--- src/rtl/i2s_pkg.sv ---
// Shared types and helpers for the I2S transmit scheduler: sample width, source
// policy encodings, the stereo pair type and the saturating channel adder.
package i2s_pkg;

    localparam int W = 24;

    typedef enum logic [1:0] {
        MODE_S0   = 2'd0,
        MODE_S1   = 2'd1,
        MODE_MIX  = 2'd2,
        MODE_RSVD = 2'd3
    } mode_e;

    typedef struct packed {
        logic [W-1:0] l;
        logic [W-1:0] r;
    } stereo_t;

    localparam logic [W-1:0] SAMPLE_MAX = {1'b0, {(W-1){1'b1}}};
    localparam logic [W-1:0] SAMPLE_MIN = {1'b1, {(W-1){1'b0}}};

    // A carry bit that disagrees with the sign bit means the W+1-bit sum left the W-bit range.
    function automatic logic [W-1:0] sat_add(input logic [W-1:0] a, input logic [W-1:0] b);
        logic [W:0] sum;
        sum = {a[W-1], a} + {b[W-1], b};
        if (sum[W] != sum[W-1]) begin
            sat_add = sum[W] ? SAMPLE_MIN : SAMPLE_MAX;
        end else begin
            sat_add = sum[W-1:0];
        end
    endfunction

endpackage

--- src/rtl/stereo_fifo.sv ---
// Synchronous FIFO of stereo pairs with a registered read port that can load
// silence instead of the head entry.
module stereo_fifo
    import i2s_pkg::*;
#(
    parameter  int DEPTH = 16,
    localparam int AW    = $clog2(DEPTH)
) (
    input  logic          i_clk,
    input  logic          i_rst,
    input  logic          i_push,
    input  stereo_t       i_wdata,
    input  logic          i_pop,
    input  logic          i_load,
    input  logic          i_zero,
    output stereo_t       o_rdata,
    output logic [AW:0]   o_level,
    output logic          o_full,
    output logic          o_empty
);

    localparam logic [AW-1:0] PTR_ONE  = {{(AW-1){1'b0}}, 1'b1};
    localparam logic [AW:0]   LVL_ONE  = {{AW{1'b0}}, 1'b1};
    localparam logic [AW:0]   LVL_FULL = (AW+1)'(DEPTH);

    stereo_t       r_mem [DEPTH];
    stereo_t       r_rdata;
    logic [AW-1:0] r_wptr;
    logic [AW-1:0] r_rptr;
    logic [AW:0]   r_level;

    // Pointers, occupancy and the read register; pointers wrap naturally at DEPTH.
    always_ff @(posedge i_clk) begin
        if (i_rst) begin
            r_wptr  <= '0;
            r_rptr  <= '0;
            r_level <= '0;
            r_rdata <= '0;
        end else begin
            if (i_push) begin
                r_wptr <= r_wptr + PTR_ONE;
            end
            if (i_pop) begin
                r_rptr <= r_rptr + PTR_ONE;
            end
            case ({i_push, i_pop})
                2'b10:   r_level <= r_level + LVL_ONE;
                2'b01:   r_level <= r_level - LVL_ONE;
                default: r_level <= r_level;
            endcase
            if (i_load) begin
                r_rdata <= i_zero ? '0 : r_mem[r_rptr];
            end
        end
    end

    // Storage array; contents are don't-care until written, so no reset.
    always_ff @(posedge i_clk) begin
        if (i_push) begin
            r_mem[r_wptr] <= i_wdata;
        end
    end

    assign o_rdata = r_rdata;
    assign o_level = r_level;
    assign o_full  = (r_level == LVL_FULL);
    assign o_empty = (r_level == '0);

endmodule

--- src/rtl/i2s_tx_sched.sv ---
// Stereo sample scheduler: selects or mixes two stereo sources into a FIFO and
// hands one pair per transmitter request, substituting silence on underrun.
module i2s_tx_sched
    import i2s_pkg::*;
#(
    parameter  int DEPTH = 16,
    localparam int AW    = $clog2(DEPTH)
) (
    input  logic          i_clk,
    input  logic          i_rst,
    input  logic [1:0]    i_mode,
    input  logic          i_mute,
    input  logic          i_s0_valid,
    input  logic          i_s1_valid,
    output logic          o_s0_ready,
    output logic          o_s1_ready,
    input  logic [W-1:0]  i_s0_l,
    input  logic [W-1:0]  i_s0_r,
    input  logic [W-1:0]  i_s1_l,
    input  logic [W-1:0]  i_s1_r,
    input  logic          i_data_rd,
    output logic [W-1:0]  o_data_l,
    output logic [W-1:0]  o_data_r,
    output logic          o_underrun,
    output logic [15:0]   o_underrun_cnt,
    output logic [AW:0]   o_level
);

    localparam logic [15:0] CNT_MAX = 16'hFFFF;
    localparam logic [15:0] CNT_ONE = 16'h0001;

    logic        w_s0_ready;
    logic        w_s1_ready;
    logic        w_push;
    stereo_t     w_wdata;
    stereo_t     w_rdata;
    logic        w_full;
    logic        w_empty;
    logic        w_pop;
    logic        w_underrun;
    logic        r_underrun;
    logic [15:0] r_underrun_cnt;

    // Source arbitration; in mix mode both sources must be present so they are consumed together.
    always_comb begin
        w_s0_ready = 1'b0;
        w_s1_ready = 1'b0;
        w_push     = 1'b0;
        w_wdata    = '0;
        case (mode_e'(i_mode))
            MODE_S1: begin
                w_s1_ready = !w_full && !i_rst;
                w_push     = w_s1_ready && i_s1_valid;
                w_wdata.l  = i_s1_l;
                w_wdata.r  = i_s1_r;
            end
            MODE_MIX: begin
                w_s0_ready = !w_full && !i_rst && i_s0_valid && i_s1_valid;
                w_s1_ready = w_s0_ready;
                w_push     = w_s0_ready;
                w_wdata.l  = sat_add(i_s0_l, i_s1_l);
                w_wdata.r  = sat_add(i_s0_r, i_s1_r);
            end
            default: begin
                w_s0_ready = !w_full && !i_rst;
                w_push     = w_s0_ready && i_s0_valid;
                w_wdata.l  = i_s0_l;
                w_wdata.r  = i_s0_r;
            end
        endcase
    end

    assign w_pop      = i_data_rd && !w_empty;
    assign w_underrun = i_data_rd && w_empty;

    stereo_fifo #(
        .DEPTH (DEPTH)
    ) u_fifo (
        .i_clk   (i_clk),
        .i_rst   (i_rst),
        .i_push  (w_push),
        .i_wdata (w_wdata),
        .i_pop   (w_pop),
        .i_load  (i_data_rd),
        .i_zero  (i_mute || w_empty),
        .o_rdata (w_rdata),
        .o_level (o_level),
        .o_full  (w_full),
        .o_empty (w_empty)
    );

    // Underrun pulse and its saturating counter.
    always_ff @(posedge i_clk) begin
        if (i_rst) begin
            r_underrun     <= 1'b0;
            r_underrun_cnt <= '0;
        end else begin
            r_underrun <= w_underrun;
            if (w_underrun && (r_underrun_cnt != CNT_MAX)) begin
                r_underrun_cnt <= r_underrun_cnt + CNT_ONE;
            end
        end
    end

    assign o_s0_ready     = w_s0_ready;
    assign o_s1_ready     = w_s1_ready;
    assign o_data_l       = w_rdata.l;
    assign o_data_r       = w_rdata.r;
    assign o_underrun     = r_underrun;
    assign o_underrun_cnt = r_underrun_cnt;

endmodule

--- config.mk ---
export PLATFORM = sky130hd
export DESIGN_NAME = i2s_tx_sched
export DESIGN_NICKNAME = d
export VERILOG_FILES = /design/src/rtl/i2s_pkg.sv /design/src/rtl/stereo_fifo.sv /design/src/rtl/i2s_tx_sched.sv
export SDC_FILE = /design/constraint.sdc
export NUM_CORES = 1
export LEC_CHECK = 0
export CORE_MARGIN = 5
export CORE_UTILIZATION = 50
export DETAILED_ROUTE_END_ITERATION = 6
export PLACE_DENSITY = 0.68
export REMOVE_ABC_BUFFERS = 1
export SKIP_LAST_GASP = 1
export SLEW_MARGIN = 20
export SYNTH_ARGS = -nofsm -noshare
export SYNTH_HDL_FRONTEND = slang
export SYNTH_SLANG_ARGS = --single-unit
--- constraint.sdc ---
create_clock -name i_clk -period 13.9 [get_ports i_clk]
set_clock_uncertainty 0.15 [all_clocks]
set_input_delay 4.17 -clock i_clk [delete_from_list [all_inputs] [get_ports i_clk]]
set_output_delay 4.17 -clock i_clk [all_outputs]
set_load 0.02 [all_outputs]
==> metrics.md <==
| Metric | Value |
|---|---|
| CTS clk-pin slew, worst paths | `60 ps` |
| Vias in the first global route | `20710` |
| TritonRoute pass-1 iters | `5` |
| WL per Instance | `approximately 27 um` |
| Sink Count | `850` |
| Seq cells post-synth | `850` |
| GR Util met3 | `0.0309` |
| Power per standard cell area | `around 150 nW/um2` |
| Layout cells sized above 1 | `0.202` |
| Worst Reg-to-Reg Cells | `7` |
| Fmax | `approximately 90 MHz` |
| Outcome | `finished clean` |
| Leakage power | `13.4 nW` |
| DR iter-0 viols | `around 1900` |
| Cell accounting for the most synthesized area | `edfxtp_1` |
| Area of the multi-input gates | `11200 um2` |
| WP data arrival | `approximately 6600 ps` |
| Crit Path Max Fanout | `37` |
| Count of cell types in the netlist | `73` |
| Top cells by area, synth | `edfxtp_1, mux4_2, dfxtp_1` |
| Post-synth top flop | `edfxtp_1` |
| Core Region | `between 70000 and 80000 um2` |
| Max-Cap Viols | `0` |
| Hold path endpoint | `u_fifo.o_rdata[6]` |
| Skew-Pair Late Insertion Delay | `~630 ps` |
| Tot GR Track Use | `0.225` |
| Slew Limit Headroom | `0.259` |
| DP HPWL | `51.1 mm` |
| Layout Nets | `about 2500` |
| Remaining Overflow, GRT | `0` |
| Final setup viols | `0` |
| Flop-to-flop setup slack | `approximately 9600 ps` |
| Largest net degree at the start of global routing | `about 120` |
| Period utilization | `0.787` |
| Gp weighted congestion | `roughly 0.92` |
| Hold path startpoint | `u_fifo.o_rdata[6]` |
| Met2 usage | `0.398` |
| Non-filler cells in the finished layout | `around 3400` |
| CTS Hold Buffers Added | `0` |
| Global routing usage on met1 | `0.300` |
| Final Hold Viols | `0` |
| Setup TNS | `0 ps` |
| Global-route wire length before repair | `132 mm` |
| Post-CTS Setup Bufs | `0` |
| Die footprint | `77900 um2` |
| CP Launch Point | `i_mode[1]` |
| Post-DP Area | `between 30000 and 40000 um2` |
| # port buffers | `roughly 180` |
| Die Ht | `279 um` |
| Via count | `20614` |
| Synth Area per Inst | `between 15 and 20 um2` |
| Register area | `24700 um2` |
| Global route hottest layer | `met2` |
| Max-slew violations | `0` |
| Hold crit path type | `flop to flop` |
| Finished Cell Area | `about 42000 um2` |
| CTS H-Tree Depth | `3` |
| Mapped Cells | `2143` |
| PostCTS Resize Cnt | `0` |
| I/O pins | `roughly 180` |
| Mapped cell area | `approximately 36000 um2` |
| Worst-Margin Slew | `1100 ps` |
| Starting density of the core | `0.505` |
| Setup CP Type | `primary input to primary output` |
| CTS tree | `done` |
| Top cell type's share of synthesized area | `0.636` |
| Data required time at the worst endpoint | `roughly 9600 ps` |
| Routed Antenna Nets | `0` |
| Layout overhead on the synthesized area | `16.6%` |
| Critical Path End Type | `primary output` |
| Initial antenna violation count | `1` |
| CTS buffer count | `between 80 and 90` |
| Rows | `approximately 100` |
| Clock tree buffer depth | `3` |
| Fillers | `roughly 5300` |
| Via density | `between 6 and 7` |
| CTS root buffer | `clkbuf_16` |
| Post-synthesis sequential area ratio | `0.682` |
| Post-synth EDFFs | `about 770` |
| R2R Path End | `u_fifo.o_rdata[42]` |
| Residual DRC count | `0` |
| Total wire length | `between 80 and 90 mm` |
| Async set-reset flop share out of synthesis | `0` |
| Ys Warns | `0` |
| Die X | `279 um` |
| Unrepaired setup endpoints after global routing | `false` |
| Hold depth | `2` |
| CP startpoint kind | `primary input` |
| Peak supply drop | `about 0.095 mV` |
| Fin crit period | `10940 ps` |
| Dpl cells | `roughly 3200` |
==> logic make-up after synthesis <==
logic type	synth area share
AOI/OAI and AO/OA	0.0638
muxes	0.149
adders and majority gates	0.0218
and+or+nand+nor	0.0545
buffers and inverters	0.0160
xor gates and xnor gates	0.0135
DFF	0.682
==> where the power goes <==
group          leakage [nW]  total (W)  internal [W]  switching, W
logic                  4.32   0.000967      0.000432      0.000535
clock network          1.43    0.00234       0.00140      0.000938
registers              7.65    0.00295       0.00291     0.0000471
total                  13.4    0.00626       0.00474       0.00152
==> cell usage after synthesis (all sizes together) (44+ instances only) <==
| cell type | n |
|---|---|
| edfxtp | 768 |
| mux2i | 52 |
| mux4 | 192 |
| ha | 60 |
| nor2 | 75 |
| dfxtp | 82 |
| a21oi | 133 |
| mux2 | 48 |
| nand2b | 55 |
| clkbuf | 78 |
| buf | 44 |
| nand2 | 102 |
| o211ai | 53 |
| o21ai | 56 |
==> worst max-delay path by stage <==
stage	to	cells past startpoint
after floorplan	o_s0_ready	4
after global placement	o_s0_ready	6
after detailed placement	o_s0_ready	6
after CTS	o_s0_ready	6
after global routing	o_s0_ready	6
final	o_s0_ready	6
==> sequential cells by signal (all words and copies together) (netlist names), named ones only <==
register        flops
o_underrun          1
o_underrun_cnt     16
u_fifo.o_level      5
u_fifo.o_rdata     48
u_fifo.r_mem      768
u_fifo.r_rptr       4
u_fifo.r_wptr       4
==> final cells by class <==
cell class	instances	share of cell area
inverters	19	0.00169
diodes	1	0.0000592
repair buffers	236	0.0528
flip-flops and latches	850	0.585
clock inverters	34	0.00915
well taps	950	0.0281
clock buffers	125	0.0592
multi-input cells	1152	0.264
==> through the flow <==
stage | worst slack [ps] | power (W) | util | hold slack, ps
global route | 2890 | 0.00648 | 0.589 | 337
finish | 2960 | 0.00626 | 0.589 | 320
global placement | 2980 | 0.00393 | 0.545 | 307
floorplan | 3180 | 0.00372 | - | 335
CTS | 2980 | 0.00629 | 0.586 | 321
detailed placement | 3000 | 0.00396 | 0.545 | 310
==> worst max-delay path, cell delays in order <==
cell and delay, ps:
clkdlybuf4s50_1 570, ha_2 650, inv_1 70, buf_4 270
a21boi_0 230, clkdlybuf4s50_1 640
==> per-layer routing <==
| metal | vias up | routed length (um) |
|---|---|---|
| li1 | 9017 | - |
| met1 | 10686 | 35700 |
| met2 | 783 | 46400 |
| met3 | 128 | 5880 |
| met4 | 0 | 1680 |
| met5 | - | 0 |
==> cell usage in the layout, fill, tap and decap left out, types with 38 or more instances in the layout <==
cell	instances
o211ai_1	52
mux4_2	192
a21oi_1	133
nor2_1	63
buf_4	40
nand2b_1	55
dfxtp_1	78
nand2_1	102
a22oi_1	38
edfxtp_1	768
ha_1	58
clkdlybuf4s50_1	173
mux2_2	48
clkbuf_16	88
mux2i_1	52
No activity file was read; power rests on OpenSTA's default activity.
